### src/rtl/pic_pkg.sv
// Shared definitions for the PIC initialisation sequencer.
//   - FSM state encodings
//   - one-hot ICW/OCW load-pulse constants (bit0 = ICW1 / OCW1)
//   - bit positions used to decode a register write
package pic_pkg;

  typedef logic [2:0] state_t;

  localparam state_t ST_UNINIT    = 3'd0;
  localparam state_t ST_WAIT_ICW2 = 3'd1;
  localparam state_t ST_WAIT_ICW3 = 3'd2;
  localparam state_t ST_WAIT_ICW4 = 3'd3;
  localparam state_t ST_READY     = 3'd4;

  localparam logic [3:0] ICW1_F = 4'b0001;
  localparam logic [3:0] ICW2_F = 4'b0010;
  localparam logic [3:0] ICW3_F = 4'b0100;
  localparam logic [3:0] ICW4_F = 4'b1000;

  localparam logic [2:0] OCW1_F = 3'b001;
  localparam logic [2:0] OCW2_F = 3'b010;
  localparam logic [2:0] OCW3_F = 3'b100;

  // Data-bus bit positions that steer the decode / ICW1 capture.
  localparam int D4_BIT   = 4;
  localparam int D3_BIT   = 3;
  localparam int SNGL_BIT = 1;
  localparam int IC4_BIT  = 0;

endpackage

### src/rtl/init_sequencer_cmd_decode.sv
// cmd_decode: purely combinational write decoder.
// Inputs : state, wr_stb, a0, d4, d3, and the SNGL/IC4 mode bits latched at ICW1.
// Outputs: state_d (next state), icw_flags/ocw_flags (one-hot, at most one bit
//          set across both), load_icw1 (capture SNGL/IC4), accept (write taken).
module cmd_decode
  import pic_pkg::*;
(
  input  logic [2:0] state,
  input  logic       wr_stb,
  input  logic       a0,
  input  logic       d4,
  input  logic       d3,
  input  logic       sngl,
  input  logic       ic4,
  output logic [2:0] state_d,
  output logic [3:0] icw_flags,
  output logic [2:0] ocw_flags,
  output logic       load_icw1,
  output logic       accept
);

  always_comb begin
    state_d   = state;
    icw_flags = '0;
    ocw_flags = '0;
    load_icw1 = 1'b0;
    if (wr_stb) begin
      // ICW1 restarts initialisation from any state, including READY.
      if (!a0 && d4) begin
        state_d   = ST_WAIT_ICW2;
        icw_flags = ICW1_F;
        load_icw1 = 1'b1;
      end else begin
        // Anything else with A0=0 in a WAIT_* state (D4=0) falls through
        // untouched so a stray OCW cannot abort initialisation.
        case (state)
          ST_WAIT_ICW2: if (a0) begin
            icw_flags = ICW2_F;
            state_d   = !sngl ? ST_WAIT_ICW3 : (ic4 ? ST_WAIT_ICW4 : ST_READY);
          end
          ST_WAIT_ICW3: if (a0) begin
            icw_flags = ICW3_F;
            state_d   = ic4 ? ST_WAIT_ICW4 : ST_READY;
          end
          ST_WAIT_ICW4: if (a0) begin
            icw_flags = ICW4_F;
            state_d   = ST_READY;
          end
          ST_READY: begin
            // D4 is known 0 here (D4=1 with A0=0 was ICW1 above).
            if (a0)       ocw_flags = OCW1_F;
            else if (!d3) ocw_flags = OCW2_F;
            else          ocw_flags = OCW3_F;
          end
          default: ;
        endcase
      end
    end
    accept = (|icw_flags) | (|ocw_flags);
  end

endmodule

### src/rtl/init_sequencer.sv
// init_sequencer: register half of the PIC initialisation sequencer.
// Ports:
//   clk, RST_N (async, active low)
//   WR_STB, A0, DATA_IN[7:0]  - qualified bus write
//   ICWs_Flags[3:0], OCWs_Flags[2:0] - one-cycle one-hot load pulses
//   DATA_Q[7:0]  - write data, updated together with the flag pulse
//   INIT_DONE    - high while in READY
//   SNGL, IC4    - ICW1 D1/D0, captured at each ICW1
// All decode lives in cmd_decode; this module only holds state.
module init_sequencer
  import pic_pkg::*;
(
  input  logic       clk,
  input  logic       RST_N,
  input  logic       WR_STB,
  input  logic       A0,
  input  logic [7:0] DATA_IN,
  output logic [3:0] ICWs_Flags,
  output logic [2:0] OCWs_Flags,
  output logic [7:0] DATA_Q,
  output logic       INIT_DONE,
  output logic       SNGL,
  output logic       IC4
);

  logic [2:0] state_q, state_d;
  logic [3:0] icw_q, icw_d;
  logic [2:0] ocw_q, ocw_d;
  logic [7:0] data_q, data_d;
  logic       sngl_q, sngl_d;
  logic       ic4_q, ic4_d;
  logic       load_icw1, accept;

  cmd_decode u_dec (
    .state     (state_q),
    .wr_stb    (WR_STB),
    .a0        (A0),
    .d4        (DATA_IN[D4_BIT]),
    .d3        (DATA_IN[D3_BIT]),
    .sngl      (sngl_q),
    .ic4       (ic4_q),
    .state_d   (state_d),
    .icw_flags (icw_d),
    .ocw_flags (ocw_d),
    .load_icw1 (load_icw1),
    .accept    (accept)
  );

  always_comb begin
    data_d = accept    ? DATA_IN           : data_q;
    sngl_d = load_icw1 ? DATA_IN[SNGL_BIT] : sngl_q;
    ic4_d  = load_icw1 ? DATA_IN[IC4_BIT]  : ic4_q;
  end

  always_ff @(posedge clk or negedge RST_N) begin
    if (!RST_N) begin
      state_q <= ST_UNINIT;
      icw_q   <= '0;
      ocw_q   <= '0;
      data_q  <= '0;
      sngl_q  <= 1'b0;
      ic4_q   <= 1'b0;
    end else begin
      state_q <= state_d;
      icw_q   <= icw_d;
      ocw_q   <= ocw_d;
      data_q  <= data_d;
      sngl_q  <= sngl_d;
      ic4_q   <= ic4_d;
    end
  end

  // State and flags share a clock edge, so INIT_DONE moves in the same
  // cycle as the final ICW pulse (rise) or the ICW1 pulse (fall).
  assign INIT_DONE  = (state_q == ST_READY);
  assign ICWs_Flags = icw_q;
  assign OCWs_Flags = ocw_q;
  assign DATA_Q     = data_q;
  assign SNGL       = sngl_q;
  assign IC4        = ic4_q;

endmodule

### config.mk
export PLATFORM = sky130hd
export DESIGN_NAME = init_sequencer
export DESIGN_NICKNAME = d
export VERILOG_FILES = /design/src/rtl/pic_pkg.sv /design/src/rtl/init_sequencer_cmd_decode.sv /design/src/rtl/init_sequencer.sv
export SDC_FILE = /design/constraint.sdc
export NUM_CORES = 1
export LEC_CHECK = 0
export ABC_AREA = 1
export CORE_MARGIN = 2
export CORE_UTILIZATION = 47
export DETAILED_ROUTE_END_ITERATION = 7
export MAX_ROUTING_LAYER = met4
export PLACE_DENSITY = 0.93
export SLEW_MARGIN = 40
export SYNTH_ARGS = -nofsm -noshare
export SYNTH_HDL_FRONTEND = slang
export SYNTH_SLANG_ARGS = --single-unit
### constraint.sdc
create_clock -name clk -period 3.1 [get_ports clk]
set_input_delay 0.62 -clock clk [delete_from_list [all_inputs] [get_ports clk]]
set_output_delay 0.62 -clock clk [all_outputs]
set_load 0.005 [all_outputs]
==> metrics.md <==
| Metric | Value |
|---|---|
| Status | completed |
| Slew Limit Fails | 0 |
| ANT nets after route | 0 |
| Die width | 48.18 µm |
| Post-CTS setup buffer count | 0 |
| Area of the multi-input gates | 371.6 µm² |
| Clock root buffer | clkbuf_4 |
| Mapped Avg Cell Area | 9.455 µm² |
| Worst EP required | 2.48 ns |
| Hold-fix buffers, CTS | 0 |
| Post-synth cell types | 17 |
| Max VDD drop | 0.0004567 V |
| Seq cells post-synth | 20 |
| Crit Path Category | reg2out |
| CTS Buffer Depth | 2 |
| FMAX | 449.6 MHz |
| Sequential fraction of the synthesis area | 54.57% |
| CP peak stage delay | 0.52 ns |
| Layout cell share with drive strength beyond 1 | 16.28% |
| Drt wl/cell | 12.71 µm |
| DRC viols | 0 |
| Worst Tran Pin Value | 0.4189 ns |
| Crit path DAT | 1.60 ns |
| Cell count after synthesis | 97 |
| R2r startpoint | state_q[0] |
| Yosys warns | 0 |
| Unrepaired setup endpoints after global routing | no |
| Max_slew headroom | 72.07% |
| Power Dens Cells | 743.3 nW/µm² |
| Starting Density | 51.44% |
| Worst-Skew Late Latency | 0.30 ns |
| Gpl congestion | 0.8365 |
| H-Tree Level Count | 1 |
| Final core utilization | 70.60% |
| GRT Total Usage | 19.73% |
| # IOs | 30 |
| Final total power | 0.0009356 W |
| Vias per cell | 5.149 |
| Largest net degree at the start of global routing | 21 |
| Crit end category | output pin |
| Row count | 15 |
| Vias post-DR | 793 |
| CP max stage cell | clkdlybuf4s50_1 |
| First-pass GRT wire length | 2939 µm |
| IO buf count | 29 |
| P_leak | 0.6124 nW |
| Crit path from | state_q[1] |
| Area grow syn2layout | 37.24% |
| Crit-path cells | inv_2, nand2_1, nor2_4, clkdlybuf4s50_1 |
| Resized Gates After CTS | 0 |
| N_diodes | 0 |
| CP bufs+invs | 2 |
| Layout fillers | 132 |
| FF/Latch Area | 500.5 µm² |
| Final setup violation count | 0 |
| Clock transition at path regs | 0.10 ns |
| Core area | 1783 µm² |
| HPWL after DPL | 1533 µm |
| # nets final | 142 |
| First DRT Iteration DRCs | 21 |
| Die Area | 2321 µm² |
| Critical Path Start Type | flip-flop |
| Crit-path max FO | 5 |
| Chip height | 48.18 µm |
| Number of global-route vias before repair | 719 |
| Clock Sinks | 20 |
| Post-Route WL | 1957 µm |
| Grt ovf | 0 |
| Final min period | 2.224 ns |
| Setup TNS | 0 ns |
| First-pass DRT Iterations | 4 |
| Max_cap viols | 0 |
| Kind of cell adding the most delay to the critical path | buffers and inverters |
| Ratio of final minimum period to clock period | 71.75% |
| Mapped Area | 917.1 µm² |
| HP Class | in2async |
| Skew final | 0.0008810 ns |
| CTS tree | done |
| Fin. Hold Viols | 0 |
| Initial antenna violation count | 0 |
| Total CTS buffers | 3 |
| Synth Net Count | 109 |
## sequential cells by signal, summed over array words and instances, names as in the netlist
| signal | flops |
|---|---|
| OCWs_Flags | 3 |
| ICWs_Flags | 4 |
| state_q | 3 |
| DATA_Q | 8 |
| IC4 | 1 |
| SNGL | 1 |
## cells in the final DEF, fill, tap and decap left out
cell type / instances
nor4_1: 1
nand3_2: 3
clkdlybuf4s50_1: 28
a22oi_2: 1
nand2_1: 32
nand2_4: 2
a21oi_2: 1
nand4_1: 8
nor2_2: 1
nand3_1: 3
o21ai_0: 3
nand4_4: 1
dfrtp_1: 20
buf_2: 1
clkbuf_4: 3
clkbuf_8: 1
inv_1: 5
nor2_1: 8
nor2_4: 3
inv_2: 4
## report_power, final
| group | leakage (nW) | switching, W | internal [W] |
|---|---|---|---|
| combinational | 0.335 | 0.000194 | 0.000195 |
| clock | 0.0210 | 0.0000740 | 0.0000717 |
| sequential | 0.256 | 0.0000634 | 0.000338 |
## final timing paths
| check | end | slack, ns | depth (start not counted) |
|---|---|---|---|
| worst min register to register | DATA_Q[3] | 0.55 | 2 |
| worst max-delay path | INIT_DONE | 0.88 | 4 |
| worst max register to register | DATA_Q[7] | 1.78 | 5 |
| max in group asynchronous | OCWs_Flags[0] | 2.57 | 1 |
| min in group clk | DATA_Q[3] | 0.55 | 2 |
| worst min-delay path | ICWs_Flags[1] | 0.24 | 1 |
## stage by stage
stage	instance area, µm²	setup slack, ns	instances	hold slack, ns
after floorplan	917.1	1.744	97	0.3244
after global placement	1227	1.135	150	0.5158
after detailed placement	1222	1.081	150	0.5188
after CTS	1259	0.8739	154	0.2577
after global routing	1259	0.7885	154	0.2513
final	1259	0.8756	154	0.2375
## routing by layer
layer	vias to the layer above	global-route usage (%)	share of wire [%]
li1	387	-	-
met1	372	23.70	42
met2	29	32.37	51
met3	5	3.333	4.8
met4	0	8.649	2.2
met5	-	-	0
## cell families after synthesis
family	count (synthesis)	synth area share, %
simple gates	62	36.56
flops	20	54.57
compound gates	5	3.956
buf+inv	10	4.911
## synth_stat cells
cell type / count / share of area [%]
a21oi_2: 1 / 0.96
a22oi_2: 1 / 1.4
buf_6: 1 / 1.2
dfrtp_1: 20 / 55
inv_1: 5 / 2.0
inv_2: 4 / 1.6
nand2_1: 32 / 13
nand2_4: 2 / 2.5
nand3_1: 3 / 1.6
nand3_2: 3 / 3.3
nand4_1: 8 / 5.5
nand4_4: 1 / 2.3
nor2_1: 8 / 3.3
nor2_2: 1 / 0.68
nor2_4: 3 / 3.7
nor4_1: 1 / 0.68
o21ai_0: 3 / 1.6
## layout make-up
| class | count | share of cell area (%) |
|---|---|---|
| timing repair buffer | 29 | 22.66 |
| sequential | 20 | 39.76 |
| tap | 25 | 2.485 |
| inverter | 9 | 2.684 |
| clock buffer | 4 | 2.883 |
| multi-input combinational | 67 | 29.52 |
(Power assumes the default switching activity.)
